==> src/rtl/pa_lsu_sram_par_ctrl.sv <==
// LSU SRAM access controller: owns the 1024x36 single-port macro pins,
// packs 32-bit data with one odd-parity bit per byte, initialises the whole
// array after reset, then serves one read or byte-masked write per cycle.
// Read data is parity-checked; the first failing address is captured sticky.

// Per-byte parity lane: generate side for writes, check side for reads.
module pa_lsu_par_byte (
  input  logic [7:0] wbyte,
  output logic       wpar,
  input  logic [7:0] rbyte,
  input  logic       rpar,
  output logic       rerr
);
  // Odd parity: data plus parity bit must hold an odd number of ones.
  assign wpar = ~^wbyte;
  assign rerr = ~^{rpar, rbyte};
endmodule

module pa_lsu_sram_par_ctrl #(
  parameter int ADDR_WIDTH = 10,
  parameter int DATA_WIDTH = 32,
  parameter int SRAM_WIDTH = DATA_WIDTH + DATA_WIDTH/8
) (
  input  logic                  forever_cpuclk,
  input  logic                  cpurst_b,
  input  logic                  req_vld,
  output logic                  req_rdy,
  input  logic                  req_wr,
  input  logic [ADDR_WIDTH-1:0] req_addr,
  input  logic [DATA_WIDTH-1:0] req_wdata,
  input  logic [DATA_WIDTH/8-1:0] req_be,
  output logic                  rsp_vld,
  output logic [DATA_WIDTH-1:0] rsp_rdata,
  output logic [DATA_WIDTH/8-1:0] rsp_err,
  output logic                  init_done,
  output logic                  err_vld,
  output logic [ADDR_WIDTH-1:0] err_addr,
  input  logic                  err_clr,
  output logic [ADDR_WIDTH-1:0] sram_a,
  output logic                  sram_cen,
  output logic                  sram_gwen,
  output logic [SRAM_WIDTH-1:0] sram_wen,
  output logic [SRAM_WIDTH-1:0] sram_d,
  input  logic [SRAM_WIDTH-1:0] sram_q
);
  localparam int NB = DATA_WIDTH/8;

  typedef enum logic [1:0] {INIT_PEND, INIT, RUN} state_e;

  state_e                state_q, state_d;
  logic [ADDR_WIDTH-1:0] init_cnt_q, init_cnt_d;
  logic                  init_done_q, init_done_d;
  logic                  rsp_vld_q;
  logic [ADDR_WIDTH-1:0] rsp_addr_q;
  logic                  err_vld_q;
  logic [ADDR_WIDTH-1:0] err_addr_q;

  logic [NB-1:0]         wpar, rerr;
  logic [SRAM_WIDTH-1:0] wr_wen;
  logic                  rd_acc, wr_acc, err_hit;

  // One parity lane per byte; write-enable mask follows the byte enables,
  // covering both the data byte and its parity bit.
  for (genvar b = 0; b < NB; b++) begin : g_byte
    pa_lsu_par_byte u_par (
      .wbyte (req_wdata[8*b +: 8]),
      .wpar  (wpar[b]),
      .rbyte (sram_q[8*b +: 8]),
      .rpar  (sram_q[DATA_WIDTH+b]),
      .rerr  (rerr[b])
    );
    assign wr_wen[8*b +: 8]      = {8{~req_be[b]}};
    assign wr_wen[DATA_WIDTH+b]  = ~req_be[b];
  end

  assign req_rdy   = (state_q == RUN);
  assign rd_acc    = req_rdy & req_vld & ~req_wr;
  // A write with no bytes enabled is accepted but leaves the macro idle.
  assign wr_acc    = req_rdy & req_vld & req_wr & (|req_be);
  assign rsp_vld   = rsp_vld_q;
  assign rsp_rdata = sram_q[DATA_WIDTH-1:0];
  assign rsp_err   = rerr;
  assign init_done = init_done_q;
  assign err_vld   = err_vld_q;
  assign err_addr  = err_addr_q;
  assign err_hit   = rsp_vld_q & (|rerr);

  // Next-state: one idle cycle after reset, then sweep every address.
  always_comb begin
    state_d     = state_q;
    init_cnt_d  = init_cnt_q;
    init_done_d = init_done_q;
    case (state_q)
      INIT_PEND: state_d = INIT;
      INIT: begin
        init_cnt_d = init_cnt_q + ADDR_WIDTH'(1);
        if (init_cnt_q == {ADDR_WIDTH{1'b1}}) begin
          state_d     = RUN;
          init_done_d = 1'b1;
        end
      end
      RUN:     state_d = RUN;
      default: state_d = INIT_PEND;
    endcase
  end

  // SRAM pins: idle by default, init sweep writes zero data with valid parity.
  always_comb begin
    sram_cen  = 1'b1;
    sram_gwen = 1'b1;
    sram_wen  = '1;
    sram_a    = '0;
    sram_d    = '0;
    if (state_q == INIT) begin
      sram_cen  = 1'b0;
      sram_gwen = 1'b0;
      sram_wen  = '0;
      sram_a    = init_cnt_q;
      sram_d    = {{NB{1'b1}}, {DATA_WIDTH{1'b0}}};
    end else if (rd_acc) begin
      sram_cen  = 1'b0;
      sram_a    = req_addr;
    end else if (wr_acc) begin
      sram_cen  = 1'b0;
      sram_gwen = 1'b0;
      sram_wen  = wr_wen;
      sram_a    = req_addr;
      sram_d    = {wpar, req_wdata};
    end
  end

  // FSM and init counter registers.
  always_ff @(posedge forever_cpuclk or negedge cpurst_b) begin
    if (!cpurst_b) begin
      state_q     <= INIT_PEND;
      init_cnt_q  <= '0;
      init_done_q <= 1'b0;
    end else begin
      state_q     <= state_d;
      init_cnt_q  <= init_cnt_d;
      init_done_q <= init_done_d;
    end
  end

  // Read response tracking: valid plus address of the read in flight.
  always_ff @(posedge forever_cpuclk or negedge cpurst_b) begin
    if (!cpurst_b) begin
      rsp_vld_q  <= 1'b0;
      rsp_addr_q <= '0;
    end else begin
      rsp_vld_q  <= rd_acc;
      if (rd_acc) rsp_addr_q <= req_addr;
    end
  end

  // Sticky first-error capture; a new error beats a concurrent clear.
  always_ff @(posedge forever_cpuclk or negedge cpurst_b) begin
    if (!cpurst_b) begin
      err_vld_q  <= 1'b0;
      err_addr_q <= '0;
    end else if (err_hit) begin
      err_vld_q <= 1'b1;
      if (!err_vld_q || err_clr) err_addr_q <= rsp_addr_q;
    end else if (err_clr) begin
      err_vld_q  <= 1'b0;
      err_addr_q <= '0;
    end
  end
endmodule

==> config.mk <==
export PLATFORM = sky130hd
export DESIGN_NAME = pa_lsu_sram_par_ctrl
export DESIGN_NICKNAME = d
export VERILOG_FILES = /design/src/rtl/pa_lsu_sram_par_ctrl.sv
export SDC_FILE = /design/constraint.sdc
export NUM_CORES = 1
export LEC_CHECK = 0
export BUFFER_PORTS_ARGS = -buffer_cell sky130_fd_sc_hd__buf_2
export CAP_MARGIN = 20
export CORE_AREA = 2 2 103 105
export CTS_CLUSTER_SIZE = 20
export DETAILED_ROUTE_END_ITERATION = 10
export DIE_AREA = 0 0 105 107
export GPL_TIMING_DRIVEN = 0
export MAX_ROUTING_LAYER = met4
export PLACE_DENSITY = 0.66
export SLEW_MARGIN = 20
export SYNTH_ARGS = -nofsm -noshare
export SYNTH_HDL_FRONTEND = slang
export SYNTH_SLANG_ARGS = --single-unit
export TNS_END_PERCENT = 10
==> constraint.sdc <==
create_clock -name forever_cpuclk -period 5.2 [get_ports forever_cpuclk]
set_clock_uncertainty 0.05 [all_clocks]
set_input_delay 1.04 -clock forever_cpuclk [delete_from_list [all_inputs] [get_ports forever_cpuclk]]
set_output_delay 1.04 -clock forever_cpuclk [all_outputs]
set_load 0.03 [all_outputs]
==> flow_metrics.tcl, run 1 <==
set metrics [dict create \
    vdd_drop_max_mv 0.133 \
    worst_hold_path_type "reg2reg" \
    wl_per_cell_um 11.6 \
    period_minus_slack_ns 3.82 \
    nNetsFinal 644 \
    postCtsSetupRepairBufs 0 \
    cp_cell_sequence "buf_2, and3_1, clkbuf_1, o41a_1, nor3_1, nor2_1, buf_2" \
    report.final.slew_viol_count 0 \
    drtIter0Drc 97 \
    synth_edf_count 0 \
    hold_path.startpoint "init_done" \
    first_pass_iters 4 \
    first_global_vias 2802 \
    final_util_pct 43.1 \
    fin_crit_sh_pct 73.5 \
    cts_resized 0 \
    slew_headroom_pct 46.5 \
    syn_area_per_cell_um2 9.02 \
    grt_max_degree 36 \
    hold_depth 1 \
    clockBufferDepth 2 \
    ys_ff_latch 35 \
    gp_congestion 0.755 \
    crit_family "simple AND/OR/NAND/NOR gates" \
    fp.coreArea_mm2 0.0101 \
    clkSinkCount 35 \
    syn_nets 417 \
    drive_gt1_share_pct 56.1 \
    worstMarginPinSlew_ns 0.796 \
    root_buffer "clkbuf_8" \
    cts_tree "built" \
    num_antenna_cells 0 \
    initial_core_util_pct 29.1 \
    yosys_most_used_dff "dfrtp_1" \
    reg2reg_to "init_cnt_q[2]" \
    fp.dieW_um 105 \
    hpwl_um 6890 \
    cp.required_ns 4.11 \
    io_pins 221 \
    drtAntennaViolNets 0 \
    cp-start-kind "input port" \
    slowest_stage "nor3_1" \
    netlist_top_cells_area "dfrtp_1 30%, buf_4 17%, xnor2_1 15%, and2_1 6.8%, nand2_1 5.5%" \
    drv_cap 0 \
    grt_use_total_pct 14.1 \
    syn-cell-area_mm2 0.00294 \
    path_class "in2out" \
    cp_common_cell "buf_2" \
    grt_setup_unrepaired "no" \
    critPathMaxFanout 8 \
    r2r_start "state_q[1]" \
    die_y_um 107 \
    port-buffer-count 220 \
    power_density_mw_per_mm2 191 \
    area_growth_pct 47.7 \
    worst-r2r-setup-slack_ns 3.16 \
    grt_pass1_wl_um 12700 \
    yosysMostFrequentCell "buf_4" \
    rows 37 \
    yosysTopAreaCell "dfrtp_1" \
    rr_worst_depth 6 \
    drc_errors 0 \
    tns_ns 0 \
    cp.arrival_ns 2.73 \
    hold_path_end "init_done" \
    cts.clk_slew.worst_paths_ns 0.07 \
    critPathBufInv 3 \
    die-area_mm2 0.0112 \
    status "complete, no violations" \
    async_flop_share_pct 100 \
    crit_path_end_kind "output pin" \
    antenna_found_initial 0 \
    vias 2859 \
    wl_um 8040 \
    numCtsBuffers 5 \
    hold_viol 0 \
    clock.fmax_ghz 0.262 \
    power_leakage_uw 0.00261 \
    grt-ovfl-total 0 \
    synth_warnings 0 \
    viasPerCell 4.14 \
    slowest_delay_ns 0.65 \
    setup_viol 0 \
    synth_top_area_share_pct 29.8 \
    holdBufCountCts 0 \
    htree_levels 2 \
    ys_top_cells_by_count "68 x buf_4, 49 x xnor2_1, 43 x nand2_1" \
    worstSkewPairLatency_ns 0.28 \
    synth_cell_types 33 \
    synthCells 326 \
    seq_area_frac_synth_pct 29.8 \
]
registers in the layout, indices dropped and copies added, names as in the netlist:
name	cells
state_q	2
init_done	1
rsp_vld	1
err_vld	1
init_cnt_q	10
err_addr	10
rsp_addr_q	10
worst max path at each step:
stage,end,from,cells past startpoint,slack [ns]
floorplan,sram_a[0],req_be[1],3,1.17
global placement,sram_a[0],req_vld,7,1.34
detailed placement,sram_a[0],req_vld,7,1.33
CTS,sram_a[0],req_vld,7,1.31
global route,sram_d[21],req_vld,8,1.18
finish,sram_a[0],req_vld,7,1.38
worst reg2reg max path, cell delays in order (launching register included):
cell      delay, ns
dfrtp_1        0.38
inv_1          0.09
ha_1           0.18
clkbuf_1       0.45
clkbuf_1       0.50
nand2_1        0.14
xnor2_1        0.14
stage by stage:
step	instances	worst slack [ns]	hold slack (ns)	instance area [µm²]	power (µW)
CTS	690	1.31	0.431	4350	841
detailed placement	682	1.33	0.414	4210	553
global placement	682	1.34	0.414	4210	550
global route	690	1.18	0.458	4350	870
floorplan	326	1.17	0.396	2940	468
finish	690	1.38	0.430	4350	831
cell families (layout without fill, tap and decap cells):
family,count (synthesis),after routing,synth area share (%)
buffers and inverters,84,312,19.7
AO/OA/AOI/OAI,30,30,8.08
AND/OR/NAND/NOR,100,100,16.5
adder cells (fa/ha/maj),4,4,1.70
multiplexers,8,8,2.76
XOR/XNOR,65,65,21.6
flip-flops,35,35,29.8
area by class of cell:
class	count	area [µm²]
tap	136	170
buffer	79	559
clock buffer	6	72.6
multi-input combinational	207	1490
timing repair buffer	220	1100
fill	1006	5750
inverter	5	18.8
clock inverter	2	60.1
sequential	35	876
placed cells by master (no fill, tap or decap):
master     count
buf_2        220
buf_4         68
xnor2_1       49
nand2_1       43
dfrtp_1       35
and2_1        32
clkbuf_1      11
nor2_1        11
xor2_1        11
a22o_2         8
mux2i_1        7
o21ai_0        6
inv_1          5
nand3_1        5
clkbuf_8       5
a21oi_1        4
a21o_1         4
ha_1           4
and3_1         3
nand4_1        3
xnor3_2        2
xnor3_1        2
a22o_1         2
bufinv_16      2
or2_2          1
o41a_1         1
nor3_1         1
o41ai_1        1
nand3b_1       1
xnor2_2        1
o41ai_2        1
a21oi_2        1
o21a_1         1
buf_6          1
mux2_2         1
o21bai_1       1
per-layer routing:
metal | vias to the layer above | track usage [%] | part of all wire, %
li1 | 1433 | - | -
met1 | 1262 | 15.7 | 41
met2 | 152 | 26.4 | 51
met3 | 12 | 2.80 | 7.6
met4 | 0 | 2.57 | 0.96
met5 | - | - | 0
report_power, final:
group          internal [µW]  total, µW      switching (µW)
logic                    133        272                 138
clock network            192        287                95.9
registers                272        272  0.0000000000000209
total                    597        831                 234
Note: power is estimated with default switching activity, not from simulation.
==> run 2, diff against run 1 <==
Settings changed: ABC_AREA from default to 1, CORE_AREA 2 2 103 105 to 2 2 107 109, DIE_AREA 0 0 105 107 to 0 0 109 111, PLACE_DENSITY 0.66 to 0.65.
Clock period 5.2 ns to 3.6 ns, I/O delays scaled along.
==> run 2 against run 1 <==
Die area is 7.7% higher. Critical path depth grew 2. Clock-buffer cell count fell by 1. Routed wire length up 4.3%. Hold slack worse by 0.011 ns. Non-clock buffer count shrank 2. Sequential cell count unchanged. Sequential power rose by 45%. Register-to-register slack lost 1.4 ns. Critical endpoint is now sram_a[4]. Largest cell class unchanged.
==> flow_metrics.tcl, run 2 <==
set metrics [dict create \
    syn_area_per_cell_um2 7.25 \
    initial_core_util_pct 29.0 \
    wl_per_cell_um 10.3 \
    cp.arrival_ns 2.40 \
    hold_depth 1 \
    antenna_found_initial 0 \
    top_layer_used "met4" \
    root_buffer "clkbuf_16" \
    port-buffer-count 220 \
    hold_viol 0 \
    grt_use_total_pct 14.1 \
    synth_top_area_share_pct 27.3 \
    fin_crit_sh_pct 88.1 \
    grt_setup_unrepaired "no" \
    netlist_top_cells_area "dfrtp_1 27%, buf_4 16%, xor2_1 10%, nand2_1 9.5%, inv_1 7.8%" \
    tns_ns 0 \
    met2WireLength_um 4320 \
    cts.clk_slew.worst_paths_ns 0.05 \
    cp_cell_sequence "inv_1, ha_1, nand2_1, nor3b_2, nor2_1, inv_1, nand3_1, o21ai_0, buf_2" \
    synth_edf_count 0 \
    path_class "reg2out" \
    setup_viol 0 \
    yosysMostFrequentCell "nand2_1" \
    seq_area_frac_synth_pct 27.3 \
    fp.coreArea_mm2 0.0111 \
    first_global_vias 2970 \
    report.final.slew_viol_count 0 \
    synth_warnings 0 \
    grt_pass1_wl_um 13400 \
    drtIter0Drc 115 \
    holdBufCountCts 0 \
    clkSinkCount 35 \
    postCtsSetupRepairBufs 0 \
    slowest_stage "nor3b_2" \
    hpwl_um 7130 \
    synthCells 443 \
    clock.fmax_ghz 0.315 \
    final_common_cell "buf_2" \
    ys_top_cells_by_count "81 x nand2_1, 68 x buf_4, 67 x inv_1" \
    slowest_delay_ns 0.47 \
    cp_common_cell "inv_1" \
    syn_nets 534 \
    io_pins 221 \
    area_growth_pct 45.1 \
    drc_errors 0 \
    worstMarginPinSlew_ns 0.778 \
    clockBufferDepth 2 \
    viasPerCell 4.02 \
    die_y_um 111 \
    cp-start-kind "register" \
    slew_headroom_pct 48.2 \
    drtAntennaViolNets 0 \
    yosys_most_used_dff "dfrtp_1" \
    num_antenna_cells 0 \
    wl_met3_um 732 \
    ys_ff_latch 35 \
    cp.required_ns 2.83 \
    die-area_mm2 0.0121 \
    vias 3270 \
    status "complete, no violations" \
    worstSetupStartpoint "state_q[0]" \
    fp.dieW_um 109 \
    rr_worst_depth 6 \
    met1_length_um 3270 \
    critPathMaxFanout 8 \
    nNetsFinal 761 \
    async_flop_share_pct 100 \
    wl_um 8380 \
    worst_hold_path_type "reg2reg" \
    grt_max_degree 36 \
    synth_cell_types 26 \
    period_minus_slack_ns 3.17 \
    most-common-layout-cells "225 x buf_2, 81 x nand2_1, 68 x buf_4" \
    cts_tree "built" \
    cts_resized 0 \
    worstSkewPairLatency_ns 0.28 \
    htree_levels 2 \
    vdd_drop_max_mv 0.154 \
    drive_gt1_share_pct 48.9 \
    grt-ovfl-total 0 \
    yosysTopAreaCell "dfrtp_1" \
    endpoint "sram_a[4]" \
    gp_congestion 0.752 \
    syn-cell-area_mm2 0.00321 \
    power_density_mw_per_mm2 261 \
    worst-r2r-setup-slack_ns 1.78 \
    fillCellCount 1171 \
    first_pass_iters 4 \
    r2r_start "state_q[0]" \
    power_leakage_uw 0.00303 \
    drv_cap 0 \
    crit_path_end_kind "output pin" \
    numCtsBuffers 5 \
    reg2reg_to "rsp_addr_q[2]" \
    rows 39 \
    final_util_pct 42.1 \
]
run 2: changes by cell type after synthesis, sizes merged, moves of 10 or more:
| cell | before | now |
|---|---|---|
| inv | 5 | 71 |
| nand2 | 43 | 88 |
| and2 | 32 | 0 |
| xnor2 | 50 | 18 |
| nor2 | 11 | 41 |
| nand3 | 5 | 32 |
| xor2 | 11 | 38 |
| o21ai | 6 | 18 |
| a22o | 10 | 0 |
run 2: kinds of logic after synthesis:
logic type / share of synthesized area [%]
and+or+nand+nor: 23.0
buffers and inverters: 25.7
xor gates and xnor gates: 15.3
DFF: 27.3
AOI/OAI and AO/OA: 3.66
muxes: 3.51
adders and majority gates: 1.56
run 2: how the worst min path moves through the flow:
stage | endpoint | slack, ns | from
finish | init_cnt_q[7] | 0.42 | init_cnt_q[7]
global route | err_addr[1] | 0.45 | rsp_addr_q[1]
global placement | init_cnt_q[7] | 0.40 | init_cnt_q[7]
detailed placement | init_cnt_q[7] | 0.41 | init_cnt_q[7]
floorplan | err_addr[0] | 0.37 | cpurst_b
CTS | init_cnt_q[7] | 0.42 | init_cnt_q[7]
run 2: power by group:
group	total [µW]	switching [µW]	internal (µW)	leakage, µW
Sequential	394	0.0000000000000144	394	0.000474
Clock	488	162	326	0.0000838
Combinational	337	190	146	0.00247
Total	1220	352	866	0.00303
run 2: routing by layer:
layer  vias up  track usage, %
met5         -               -
met1      1413            15.3
li1       1725               -
met3         6            4.35
met2       126            25.3
met4         0            2.31
run 2: layout make-up:
cell class	count	area (µm²)	area share, %
Sequential cell	35	876	18.8
Clock inverter	3	43.8	0.940
Clock buffer	5	125	2.69
Buffer	77	558	12.0
Multi-Input combinational cell	260	1510	32.4
Timing Repair Buffer	220	1100	23.6
Inverter	71	267	5.72
Tap cell	143	179	3.84
run 2: critical path: cells and delay by family, from the launching register on:
kind / cells / cell delay [ns]
simple gates: 4 / 0.80
flops: 1 / 0.38
fa+ha+maj: 1 / 0.19
buf+inv: 3 / 0.61
compound gates: 1 / 0.14
run 2: stage by stage:
stage,power [µW],hold slack (ns),setup slack [ns],std cells,cell area (µm²)
2_1_floorplan,623,0.374,0.576,443,3210
5_1_grt,1290,0.445,0.170,814,4660
3_5_place_dp,743,0.410,0.574,806,4490
6_report,1220,0.419,0.428,814,4660
3_3_place_gp,738,0.404,0.575,806,4490
4_1_cts,1230,0.421,0.377,814,4660
==> run 3, diff against run 2 <==
Settings changed: SETUP_SLACK_MARGIN from default to 0.5.
==> run 3 against run 2 <==
Highest routed layer unchanged. Hold slack is essentially flat. Sequential cell count is the same. Setup slack gained 0.046 ns. Cell count grew 0.37%. Largest cell class unchanged. Critical path depth shrank 3. Clock power is essentially flat. Total power is essentially flat. First-iteration DRC count shrank 2.6%. Final area grew 1.0%. Sequential power is essentially flat.
==> flow_metrics.tcl, run 3 (synthesis gave the netlist of run 2 again) <==
set metrics [dict create \
    status "complete, no violations" \
    grt_max_degree 36 \
    fp.dieW_um 109 \
    nNetsFinal 764 \
    intPower_uw 866 \
    worstSetupStartpoint "req_be[1]" \
    viasPerCell 4.01 \
    rows 39 \
    wl_um 8400 \
    power_leakage_uw 0.00304 \
    vias 3279 \
    clock_power_share_pct 40.0 \
    report.final.slew_viol_count 0 \
    drive_gt1_share_pct 49.7 \
    clkSinkCount 35 \
    critPathMaxFanout 9 \
    antenna_found_initial 0 \
    grt_setup_unrepaired "yes" \
    dp_slack_ns 0.574 \
    area_growth_pct 46.6 \
    cp-start-kind "input port" \
    cp.required_ns 2.83 \
    worst_hold_path_type "reg2reg" \
    htree_levels 2 \
    rr_worst_depth 6 \
    slew_headroom_pct 48.3 \
    period_minus_slack_ns 3.13 \
    r2r_start "state_q[0]" \
    drtAntennaViolNets 0 \
    fin_crit_sh_pct 86.8 \
    sw_frac_of_total_pct 28.9 \
    fp.coreArea_mm2 0.0111 \
    finalWorstSetupSlack_ns 0.474 \
    most-common-layout-cells "220 x buf_2, 80 x nand2_1, 74 x buf_4" \
    drc_errors 0 \
    tns_ns 0 \
    fillCellCount 1162 \
    drtIter0Drc 112 \
    port-buffer-count 220 \
    combPwrFrac_pct 27.7 \
    vdd_drop_max_mv 0.154 \
    die-area_mm2 0.0121 \
    drv_cap 0 \
    final_common_cell "buf_2" \
    die_y_um 111 \
    root_buffer "clkbuf_16" \
    hpwl_um 7130 \
    multi_input_area_mm2 0.00152 \
    grt_pass1_wl_um 13400 \
    worst-r2r-setup-slack_ns 1.75 \
    clock.fmax_ghz 0.320 \
    clockBufferDepth 2 \
    reg2reg_to "rsp_addr_q[2]" \
    wl_per_cell_um 10.3 \
    power_density_mw_per_mm2 259 \
    regArea_um2 876 \
    grt_use_total_pct 14.1 \
    num_antenna_cells 0 \
    p_switching_uw 352 \
    setup_viol 0 \
    io_pins 221 \
    final_util_pct 42.5 \
    cts.clk_slew.worst_paths_ns 0.05 \
    cts_tree "built" \
    numCtsBuffers 5 \
    worstSkewPairLatency_ns 0.28 \
    initial_core_util_pct 29.0 \
    post-place-cells 806 \
    gp_congestion 0.752 \
    hold_viol 0 \
    first_pass_iters 4 \
    grt-ovfl-total 0 \
    stdcell_count 817 \
    endpoint "sram_wen[5]" \
    worstMarginPinSlew_ns 0.776 \
    crit_path_end_kind "output pin" \
    first_global_vias 2967 \
    pwr-share-seq_pct 32.3 \
    path_class "in2out" \
    cp.arrival_ns 2.36 \
]
==> run 3: cell types whose count changed in the layout (fill, tap and decap cells not counted), sizes merged <==
cell | previous run | this run
clkbuf | 6 | 8
buf | 296 | 297
==> run 3: worst min path at each step <==
stage,startpoint,endpoint,depth (start not counted)
after CTS,init_cnt_q[7],init_cnt_q[7],1
after floorplan,cpurst_b,err_addr[0],0
after global placement,init_cnt_q[7],init_cnt_q[7],1
final,init_cnt_q[7],init_cnt_q[7],1
after detailed placement,init_cnt_q[7],init_cnt_q[7],1
after global routing,rsp_addr_q[1],err_addr[1],2
==> run 3: repair_timing <==
item                                    in CTS  in global routing
gates resized for setup                      1                 12
pin swaps                                    0                  2
endpoints found under the setup margin      14                 73
hold endpoints to repair                     0                  0
setup buffers                                0                  3
hold buffers                                 0                  0
==> run 3: metal layers <==
| layer | share of wire, % | global-route usage, % | vias up |
|---|---|---|---|
| li1 | - | - | 1732 |
| met1 | 39 | 15.3 | 1417 |
| met2 | 52 | 25.3 | 124 |
| met3 | 8.6 | 4.35 | 6 |
| met4 | 0.68 | 2.31 | 0 |
| met5 | 0 | - | - |
==> run 3: through the flow <==
stage	hold WS, ns	area [µm²]	power (µW)
finish	0.419	4710	1220
detailed placement	0.410	4490	743
global route	0.445	4710	1290
floorplan	0.374	3210	623
global placement	0.404	4490	738
CTS	0.421	4670	1240
==> run 3: power groups by stage <==
stage | combinational (µW) | sequential [µW] | clock [µW]
floorplan | 222 | 401 | 0
global placement | 337 | 401 | 0
detailed placement | 342 | 401 | 0
CTS | 343 | 394 | 498
global route | 376 | 393 | 516
finish | 337 | 394 | 487
==> run 3: area by class of cell <==
class | instances | share of cell area, %
multi-input combinational | 260 | 32.4
timing repair buffer | 223 | 24.1
sequential | 35 | 18.6
buffer | 77 | 11.9
inverter | 71 | 5.66
tap | 143 | 3.80
clock buffer | 5 | 2.66
clock inverter | 3 | 0.930
==> run 3: critical path, cell delays in order <==
cell     delay, ns
buf_2         0.10
nor4_1        0.44
nor3b_4       0.12
a21oi_1       0.56
buf_4         0.22
buf_2         0.19
